**src/rtl/picomips_sequencer.sv**
```systemverilog
// picoMIPS multi-cycle control unit: PC, instruction register, switch handshake
// and every datapath control strobe.
package cpuConfig;
  typedef enum logic [1:0] {
    ALU_ADD   = 2'd0,
    ALU_SUB   = 2'd1,
    ALU_MUL   = 2'd2,
    ALU_PASSB = 2'd3
  } aluFunc_t;

  typedef enum logic [3:0] {
    OP_NOP  = 4'd0,
    OP_ADD  = 4'd1,
    OP_ADDI = 4'd2,
    OP_SUB  = 4'd3,
    OP_SUBI = 4'd4,
    OP_MUL  = 4'd5,
    OP_MULI = 4'd6,
    OP_IN   = 4'd7,
    OP_OUT  = 4'd8,
    OP_JMP  = 4'd9,
    OP_HALT = 4'd15
  } opcode_t;
endpackage

module picomips_sequencer #(
  parameter int N       = 8,
  parameter int R_SIZE  = 3,
  parameter int PC_SIZE = 5
) (
  input  logic                   clk,
  input  logic                   nReset,
  picomips_sequencer_if.master   bus,
  output logic                   halted
);
  import cpuConfig::*;

  typedef enum logic [2:0] {
    S_FETCH,
    S_EXEC,
    S_WAIT_PRESS,
    S_WAIT_RELEASE,
    S_HALT
  } state_t;

  typedef struct packed {
    logic [3:0]        opcode;
    logic [R_SIZE-1:0] d;
    logic [R_SIZE-1:0] s;
    logic [N-1:0]      imm;
  } instr_t;

  state_t             state_q, state_d;
  logic [PC_SIZE-1:0] pc_q, pc_d;
  instr_t             ir_q, ir_d;
  logic               sw_meta_q, sw_sync_q;

  logic [PC_SIZE-1:0] pc_inc;
  logic               write_reg;
  aluFunc_t           alu_func;
  logic               alu_immediate;
  logic [R_SIZE-1:0]  op_d;
  logic [R_SIZE-1:0]  op_s;
  logic [N-1:0]       op_t;
  logic               display_load;
  logic               halted_o;

  assign pc_inc = pc_q + PC_SIZE'(1);

  // ---------------------------------------------------------------------------
  // State register, including the two-flop swReady synchronizer
  // ---------------------------------------------------------------------------
  // NOTE: non-blocking assignments here so every flop samples the pre-edge value.
  always_ff @(posedge clk) begin
    if (!nReset) begin
      state_q   <= S_FETCH;
      pc_q      <= '0;
      ir_q      <= '0;
      sw_meta_q <= 1'b0;
      sw_sync_q <= 1'b0;
    end else begin
      state_q   <= state_d;
      pc_q      <= pc_d;
      ir_q      <= ir_d;
      sw_meta_q <= bus.swReady;
      sw_sync_q <= sw_meta_q;
    end
  end

  // ---------------------------------------------------------------------------
  // Next-state and PC/IR update
  // ---------------------------------------------------------------------------
  // NOTE: every signal gets a default first so no path leaves it unassigned (no latch).
  always_comb begin
    state_d = state_q;
    pc_d    = pc_q;
    ir_d    = ir_q;

    unique case (state_q)
      S_FETCH: begin
        ir_d    = instr_t'(bus.instr);
        state_d = S_EXEC;
      end

      S_EXEC: begin
        state_d = S_FETCH;
        case (ir_q.opcode)
          OP_JMP:  pc_d    = ir_q.imm[PC_SIZE-1:0];
          OP_IN:   state_d = S_WAIT_PRESS;
          OP_HALT: state_d = S_HALT;
          default: pc_d    = pc_inc;
        endcase
      end

      S_WAIT_PRESS: begin
        if (sw_sync_q) begin
          pc_d    = pc_inc;
          state_d = S_WAIT_RELEASE;
        end
      end

      // A button still held after the write must be released before moving on.
      S_WAIT_RELEASE: begin
        if (!sw_sync_q) state_d = S_FETCH;
      end

      S_HALT: state_d = S_HALT;

      default: state_d = S_FETCH;
    endcase
  end

  // ---------------------------------------------------------------------------
  // Datapath control decode
  // ---------------------------------------------------------------------------
  always_comb begin
    write_reg     = 1'b0;
    alu_func      = ALU_ADD;
    alu_immediate = 1'b0;
    op_d          = '0;
    op_s          = '0;
    op_t          = '0;
    display_load  = 1'b0;
    halted_o      = 1'b0;

    unique case (state_q)
      S_EXEC: begin
        op_d = ir_q.d;
        op_s = ir_q.s;
        op_t = ir_q.imm;
        case (ir_q.opcode)
          OP_ADD:  begin write_reg = 1'b1; alu_func = ALU_ADD; end
          OP_ADDI: begin write_reg = 1'b1; alu_func = ALU_ADD; alu_immediate = 1'b1; end
          OP_SUB:  begin write_reg = 1'b1; alu_func = ALU_SUB; end
          OP_SUBI: begin write_reg = 1'b1; alu_func = ALU_SUB; alu_immediate = 1'b1; end
          OP_MUL:  begin write_reg = 1'b1; alu_func = ALU_MUL; end
          OP_MULI: begin write_reg = 1'b1; alu_func = ALU_MUL; alu_immediate = 1'b1; end
          // D + 0 routes register D onto displayResult without a register write.
          OP_OUT: begin
            alu_func      = ALU_ADD;
            alu_immediate = 1'b1;
            op_t          = '0;
            display_load  = 1'b1;
          end
          default: ;
        endcase
      end

      S_WAIT_PRESS: begin
        op_d = ir_q.d;
        if (sw_sync_q) begin
          write_reg     = 1'b1;
          alu_immediate = 1'b1;
          alu_func      = ALU_PASSB;
          op_t          = bus.swData;
        end
      end

      S_HALT: halted_o = 1'b1;

      default: ;
    endcase
  end

  assign bus.instrAddr    = pc_q;
  assign bus.writeReg     = write_reg;
  assign bus.aluFunc      = alu_func;
  assign bus.aluImmediate = alu_immediate;
  assign bus.opD          = op_d;
  assign bus.opS          = op_s;
  assign bus.opT          = op_t;
  assign bus.displayLoad  = display_load;
  assign halted           = halted_o;

endmodule

```
**src/rtl/picomips_sequencer_if.sv**
```systemverilog
// Bus between the picoMIPS sequencer and its surroundings: program ROM fetch,
// board switches, and the datapath control lines.
interface picomips_sequencer_if #(
  parameter int N       = 8,
  parameter int R_SIZE  = 3,
  parameter int PC_SIZE = 5
);
  localparam int I_SIZE = 4 + 2 * R_SIZE + N;

  // Program ROM
  logic [PC_SIZE-1:0] instrAddr;
  logic [I_SIZE-1:0]  instr;

  // Board switches
  logic               swReady;
  logic [N-1:0]       swData;

  // Datapath control; aluFunc carries a cpuConfig::aluFunc_t encoding
  logic               writeReg;
  logic [1:0]         aluFunc;
  logic               aluImmediate;
  logic [R_SIZE-1:0]  opD;
  logic [R_SIZE-1:0]  opS;
  logic [N-1:0]       opT;
  logic               displayLoad;

  modport master (
    output instrAddr, writeReg, aluFunc, aluImmediate, opD, opS, opT, displayLoad,
    input  instr, swReady, swData
  );

  modport slave (
    input  instrAddr, writeReg, aluFunc, aluImmediate, opD, opS, opT, displayLoad,
    output instr, swReady, swData
  );
endinterface

```
**src/flat_wrapper.sv**
```systemverilog
// flat-port wrapper written by rule: the top's interface ports become plain ports
module picomips_sequencer_flat import cpuConfig::*;
#(
  parameter int N       = 8,
  parameter int R_SIZE  = 3,
  parameter int PC_SIZE = 5
)
  (clk, nReset, halted, bus_instrAddr, bus_writeReg, bus_aluFunc, bus_aluImmediate, bus_opD, bus_opS, bus_opT, bus_displayLoad, bus_instr, bus_swReady, bus_swData);
  picomips_sequencer_if #(.N(N), .R_SIZE(R_SIZE), .PC_SIZE(PC_SIZE)) bus_i ();
  input  logic clk;
  input  logic nReset;
  output logic halted;
  output wire logic [$bits(bus_i.instrAddr)-1:0] bus_instrAddr;
  output wire logic [$bits(bus_i.writeReg)-1:0] bus_writeReg;
  output wire logic [$bits(bus_i.aluFunc)-1:0] bus_aluFunc;
  output wire logic [$bits(bus_i.aluImmediate)-1:0] bus_aluImmediate;
  output wire logic [$bits(bus_i.opD)-1:0] bus_opD;
  output wire logic [$bits(bus_i.opS)-1:0] bus_opS;
  output wire logic [$bits(bus_i.opT)-1:0] bus_opT;
  output wire logic [$bits(bus_i.displayLoad)-1:0] bus_displayLoad;
  input wire logic [$bits(bus_i.instr)-1:0] bus_instr;
  input wire logic [$bits(bus_i.swReady)-1:0] bus_swReady;
  input wire logic [$bits(bus_i.swData)-1:0] bus_swData;
  assign bus_instrAddr = bus_i.instrAddr;
  assign bus_writeReg = bus_i.writeReg;
  assign bus_aluFunc = bus_i.aluFunc;
  assign bus_aluImmediate = bus_i.aluImmediate;
  assign bus_opD = bus_i.opD;
  assign bus_opS = bus_i.opS;
  assign bus_opT = bus_i.opT;
  assign bus_displayLoad = bus_i.displayLoad;
  assign bus_i.instr = bus_instr;
  assign bus_i.swReady = bus_swReady;
  assign bus_i.swData = bus_swData;
  picomips_sequencer #(.N(N), .R_SIZE(R_SIZE), .PC_SIZE(PC_SIZE)) u_core (.clk(clk), .nReset(nReset), .bus(bus_i), .halted(halted));
endmodule
```
**config.mk**
```make
export PLATFORM = sky130hd
export DESIGN_NAME = picomips_sequencer_flat
export DESIGN_NICKNAME = d
export VERILOG_FILES = /design/src/rtl/picomips_sequencer.sv /design/src/rtl/picomips_sequencer_if.sv /design/src/flat_wrapper.sv
export SDC_FILE = /design/constraint.sdc
export NUM_CORES = 1
export LEC_CHECK = 0
export ABC_CLOCK_PERIOD_IN_PS = 1640
export BUFFER_PORTS_ARGS = -buffer_cell sky130_fd_sc_hd__buf_2
export CELL_PAD_IN_SITES_DETAIL_PLACEMENT = 0
export CELL_PAD_IN_SITES_GLOBAL_PLACEMENT = 1
export CORE_ASPECT_RATIO = 1.4
export CORE_MARGIN = 5
export CORE_UTILIZATION = 30
export DETAILED_ROUTE_END_ITERATION = 8
export PLACE_DENSITY = 0.71
export REMOVE_ABC_BUFFERS = 1
export SLEW_MARGIN = 20
export SYNTH_ARGS = -nofsm -noshare
export SYNTH_HDL_FRONTEND = slang
export SYNTH_SLANG_ARGS = --single-unit
export TNS_END_PERCENT = 30
```
**constraint.sdc**
```tcl
create_clock -name clk -period 1.64 [get_ports clk]
set_input_delay 0.164 -clock clk [delete_from_list [all_inputs] [get_ports clk]]
set_output_delay 0.164 -clock clk [all_outputs]
set_load 0.02 [all_outputs]
```
==> results of run 1 <==
==> Yosys cell counts <==
master and count:
a22o_1 8, nand4bb_1 1, buf_6 1, ha_1 1, nor3_1 4, nand3b_1 1, nor3_2 1, mux2i_1 4
a31oi_1 1, inv_1 3, buf_1 1, and3_1 2, dfxtp_1 28, nor2_1 10, or3_1 1, or3b_1 2
clkbuf_1 9, mux2_2 1, nand3_1 4, a2111o_1 1, o41ai_1 1, nand2b_1 1, o21a_1 1, o21ai_1 1
a21oi_1 26, and2_1 6, xor2_1 2, o31ai_1 3, nand2_1 45, buf_4 1, o22ai_1 3, buf_2 4
o21a_4 1, nor2b_1 3, o21ai_0 2
==> repair_timing <==
action,CTS,global route
gates resized for setup,32,24
pin swaps,3,5
endpoints found under the setup margin,19,23
buffers inserted,4,4
==> cells by family (layout without fill, tap and decap cells) <==
logic type	count (synthesis)	count (layout)
and+or+nand+nor	81	81
buffers and inverters	19	81
DFF	28	28
adders and majority gates	1	1
xor gates and xnor gates	2	2
muxes	5	5
AOI/OAI and AO/OA	48	48
==> area by class of cell <==
class	instances	area, µm²	area share (%)
Clock buffer	3	41.29	1.983
Inverter	3	11.26	0.5409
Multi-Input combinational cell	137	873.3	41.95
Sequential cell	28	573.1	27.52
Tap cell	62	77.57	3.726
Timing Repair Buffer	75	505.5	24.28
==> worst min path at each step <==
stage	startpoint	end	slack (ns)
after floorplan	nReset	u_core.sw_meta_q$_SDFF_PN0_	0.29
after global placement	bus_swReady	u_core.sw_meta_q$_SDFF_PN0_	0.39
after detailed placement	bus_swReady	u_core.sw_meta_q$_SDFF_PN0_	0.38
after CTS	bus_swReady	u_core.sw_meta_q$_SDFF_PN0_	0.09
after global routing	bus_instr[11]	u_core.ir_q[11]$_SDFFE_PN0P_	0.11
final	bus_swReady	u_core.sw_meta_q$_SDFF_PN0_	0.1
==> metal layers <==
layer / track usage (%) / vias to the layer above
li1: - / 754
met1: 16.16 / 674
met2: 25.10 / 24
met3: 1.111 / 2
met4: 4.478 / 0
met5: 0 / -
==> stage by stage <==
stage	utilization [%]	instance area (µm²)	instances	hold WS (ns)	total power, mW
2_1_floorplan	-	1333	168	0.2857	0.9157
5_1_grt	45.90	2082	308	0.1143	1.532
3_3_place_gp	39.26	1780	297	0.3859	1.040
4_1_cts	43.34	1966	304	0.09259	1.450
3_5_place_dp	39.26	1780	297	0.3796	1.041
6_report	45.90	2082	308	0.09846	1.450
==> report_power, final <==
group	switching (mW)	internal (mW)	leakage [nW]
logic	0.178	0.156	0.703
registers	0.0341	0.718	0.234
clock network	0.198	0.165	0.0216
total	0.410	1.04	0.958
==> sequential cells by signal, summed over array words and instances, names as in the netlist <==
register,count
u_core.ir_q,18
u_core.bus.instrAddr,5
u_core.state_q,3
u_core.sw_sync_q,1
u_core.sw_meta_q,1
==> metrics.txt, run 1 <==
clock-pin slew on the worst setup and hold paths 0.09 ns; RSZ-0062 raised after global routing true; TritonCTS Buffers 3; Worst path max stage delay roughly 0.41 ns; Placeable Area 4536 µm²; CP endpoint bus_aluImmediate; commonest non-fill, non-tap cell in the layout nand2_1; post-synthesis sequential area ratio 39.79%; Crit path max-delay family simple AND/OR/NAND/NOR gates; area share of the largest cell type after synthesis around two fifths; grt ovf 0; Routed WL 4132 µm; critical path class reg -> out; first-pass GRT wire length 6734 µm; Tmin final 1.733 ns; Total Routing Usage GR 13.70%; pwr/cell area 696.2 nW/µm²; Yosys warning count 0; final setup TNS -0.4031 ns; dpl hpwl 2904 µm; clock root buffer clkbuf_8; Final Setup Violations 13; Synth Area in XOR/XNOR 1.243%; # rows 29; IO Pins 54; Max Freq 577.2 MHz; crit-path most repeated cell buf_6; worst path bufs/invs 2; Max clock buf depth 2; Worst setup SP type flip-flop; cell count after synthesis 184; synth unique cells 35; PortBufs 53; area leader, netlist dfxtp_1; RR Endpoint u_core.bus.instrAddr[0]$_SDFFE_PN0P_; WP data required 1.48 ns; die height 91.09 µm; Final Hold Fails 0; CP cell instances or3b_4 -> buf_6 -> o31ai_4 -> buf_6; vias per cell between 4 and 5; initial DRC count 76; worst r2r src u_core.state_q[2]$_SDFFE_PN0P_; largest family of logic cells by synthesized area simple AND/OR/NAND/NOR gates; post-place setup slack around 0.028 ns; Area Growth Syn to Fin 47.78%; Final WS setup -0.09262 ns; # DRC 0; Slew @ Worst Pin approximately 0.36 ns; Worst Skew 0.005620 ns; H-tree depth 1; TritonCTS clock tree done; Slew Limit Fails 0; met3 WL post-DR 144 µm; WL met2 2290 µm; total number of vias 1454; complex-gate fraction of the synthesized area 21.67%; Synth Area in Adders 0.8881%; Inserted Diodes 0; status complete, but fails checks; WL met1 1656 µm; Hold Buf Count CTS 0; post-DR wirelength/cell 13.42 µm; Worst Path Arrival 1.57 ns; uppermost layer routed met4; # nets final 278; Worst path slowest cell or3b_4; hold path cells 2; drt pass-1 iters 4; r2r setup slk -0.05 ns; antenna viol nets, final 0; share of post-route cells with drive strength above 1 between 40% and 50%; largest cells by area after synthesis dfxtp_1 40%, nand2_1 12%, a21oi_1 9.2%, a22o_1 5.0%, mux2i_1 2.8%; Crit path depth 4; syn_area_per_cell 7.657 µm²; CP max FO 4; GPL Wtd Cong between 0.7 and 0.8; Critical Path Sink Type primary output; max-cap viol count 0; Worst Hold Class in -> reg; violated checks negative setup slack; Worst R2R Path Depth 5; Clk Latency, worst-skew pair 0.27 ns; Worst setup startpoint u_core.state_q[2]$_SDFFE_PN0P_; worst vdd ir 302.4 µV; mux contribution to synthesized area 3.641%; Slew headroom between 70% and 80%; crit share post-route 105.6%; Filler cells ~460; die area 6186 µm²; number of global-route vias before repair 1438; Post-Synth Simple-Gate Area between 20% and 30%; Die Wd 67.92 µm; most frequent cells in the layout 44 x nand2_1, 35 x buf_2, 33 x buf_4; leakage power 0.9578 nW; largest net degree at the start of global routing 20; clock sink count 28; initial antenna violation count 0; Starting Density roughly 31%; register bit total from synthesis 28; Post-Syn Area 1409 µm²
Power figures use the tool's default switching activity.
==> run 2: changes to the inputs <==
--- a/config.mk
+++ b/config.mk
@@ -13,6 +13,7 @@
 export CORE_MARGIN = 5
 export CORE_UTILIZATION = 30
 export DETAILED_ROUTE_END_ITERATION = 8
+export MAX_ROUTING_LAYER = met4
 export PLACE_DENSITY = 0.71
 export REMOVE_ABC_BUFFERS = 1
 export SLEW_MARGIN = 20
==> metrics.txt, run 2 (synthesized netlist as in run 1, its figures left out) <==
Worst Hold Class in -> reg; Final Hold Fails 0 (unchanged); pwr/cell area 696.3 nW/µm² (about the same); Worst Path Arrival 1.57 ns (about the same); Routed WL 4132 µm (unchanged); TritonCTS clock tree done; clock-pin slew on the worst setup and hold paths 0.09 ns (about the same); Worst R2R Path Depth 5 (unchanged); Total Routing Usage GR 14.08% (+0.39 points); Tmin final 1.733 ns (+0.00004670 ns); Max clock buf depth 2 (unchanged); initial DRC count 86 (+13%); worst vdd ir 302.4 µV (about the same); Worst setup SP type flip-flop; clock root buffer clkbuf_8; Final WS setup -0.09266 ns (-0.00004670 ns); Area Growth Syn to Fin 47.78% (unchanged); post-place setup slack 0.02769 ns (unchanged); r2r setup slk -0.05 ns (about the same); Final Setup Violations 13 (unchanged); Tot Pwr 1.450 mW (about the same); RSZ-0062 raised after global routing true; vias per cell 4.721 (unchanged); Hold Slack 0.09826 ns (-0.0002047 ns); # DRC 0 (unchanged); initial antenna violation count 0 (unchanged); largest net degree at the start of global routing 20 (unchanged); Critical Path Sink Type primary output; Placeable Area 4536 µm² (unchanged); leakage power 0.9578 nW (unchanged); Worst path max stage delay 0.41 ns (about the same); number of global-route vias before repair 1438 (unchanged); # nets final 278 (unchanged); hold path cells 2 (unchanged); GPL Wtd Cong 0.7685 (+1.3%); CP cell instances or3b_4 -> buf_6 -> o31ai_4 -> buf_6; most frequent cells in the layout 44 x nand2_1, 35 x buf_2, 33 x buf_4; Slew Limit Fails 0 (unchanged); post-DR wirelength/cell 13.42 µm (unchanged); Worst Hold End u_core.sw_meta_q$_SDFF_PN0_; Worst path slowest cell or3b_4; die area 6186 µm² (unchanged); Crit path max-delay family simple AND/OR/NAND/NOR gates; Largest Register u_core.ir_q; worst path bufs/invs 2 (unchanged); Slew headroom 76.09% (unchanged); PortBufs 53 (unchanged); Max Freq 577.1 MHz (about the same); Filler cells 455 (unchanged); TritonCTS Buffers 3 (unchanged); total number of vias 1454 (unchanged); RR Endpoint u_core.bus.instrAddr[0]$_SDFFE_PN0P_; clock sink count 28 (unchanged); antenna viol nets, final 0 (unchanged); Starting Density 31.06% (unchanged); worst r2r src u_core.state_q[2]$_SDFFE_PN0P_; Hold Buf Count CTS 0 (unchanged); Inserted Diodes 0 (unchanged); violated checks negative setup slack; status complete, but fails checks; max FFs per register 18 (unchanged); Clk Latency, worst-skew pair 0.27 ns (about the same); WP data required 1.48 ns (about the same); commonest non-fill, non-tap cell in the layout nand2_1; dpl hpwl 2904 µm (unchanged); crit-path most repeated cell buf_6; share of post-route cells with drive strength above 1 40.65% (unchanged); first-pass GRT wire length 6741 µm (+0.10%); max-cap viol count 0 (unchanged); Slew @ Worst Pin 0.3559 ns (+0.0000001192 ns); grt ovf 0 (unchanged); fin util 45.90% (unchanged); Die Wd 67.92 µm (unchanged); # rows 29 (unchanged); crit share post-route 105.7% (about the same); Worst Skew 0.005591 ns (-0.00002881 ns); CP max FO 4 (unchanged); die height 91.09 µm (unchanged); H-tree depth 1 (unchanged); critical path class reg -> out; drt pass-1 iters 4 (unchanged); HP Start bus_swReady; IO Pins 54 (unchanged)
==> run 2: cell counts in the layout (fill, tap and decap cells not counted) <==
No cell type changed its count.
==> run 2: layer usage <==
layer  wire length, µm  track usage, %  vias to the layer above
met3               122          0.8642                        2
met4                40           4.478                        0
met1              1679           16.31                      674
met2              2289           25.10                       24
met5                 0               -                        -
li1                  -               -                      754
==> run 2: worst register-to-register path, stage by stage, from the launching register on <==
cell and delay [ns]:
dfxtp_4 0.37, or3b_4 0.41, buf_4 0.16, o21a_4 0.20, or3b_1 0.37, a31oi_1 0.13
==> run 2: worst max-delay path by stage <==
stage	slack, ns	depth (start not counted)	from	endpoint
after detailed placement	0.03	4	u_core.state_q[0]$_SDFFE_PN0P_	u_core.bus.instrAddr[0]$_SDFFE_PN0P_
after global placement	0.06	5	u_core.state_q[0]$_SDFFE_PN0P_	bus_opT[6]
after floorplan	-0.28	2	u_core.state_q[0]$_SDFFE_PN0P_	bus_writeReg
final	-0.09	4	u_core.state_q[2]$_SDFFE_PN0P_	bus_aluImmediate
after global routing	-0.14	3	u_core.state_q[0]$_SDFFE_PN0P_	bus_writeReg
after CTS	-0.09	4	u_core.state_q[2]$_SDFFE_PN0P_	bus_aluFunc[1]
==> run 2: through the flow <==
step	std cells	area, µm²	setup TNS [ns]
floorplan	168	1333	-0.4562
global placement	297	1780	0
detailed placement	297	1780	0
CTS	304	1966	-0.6189
global route	308	2082	-1.518
finish	308	2082	-0.4034
==> run 2: area by class of cell <==
type                    instances  area [µm²]  share of cell area (%)
repair buffers                 75       505.5                   24.28
well taps                      62       77.57                   3.726
clock buffers                   3       41.29                   1.983
inverters                       3       11.26                  0.5409
multi-input cells             137       873.3                   41.95
flip-flops and latches         28       573.1                   27.52
==> run 2: report_power, final <==
group	internal [mW]	total (mW)	switching, mW
Combinational	0.156	0.334	0.178
Sequential	0.718	0.752	0.0341
Clock	0.165	0.363	0.198
Total	1.04	1.45	0.410
==> run 2: what timing repair did <==
action                                  CTS  global route
buffers inserted                          4             4
resized for setup                        32            24
pin swaps                                 3             5
endpoints found under the setup margin   19            23
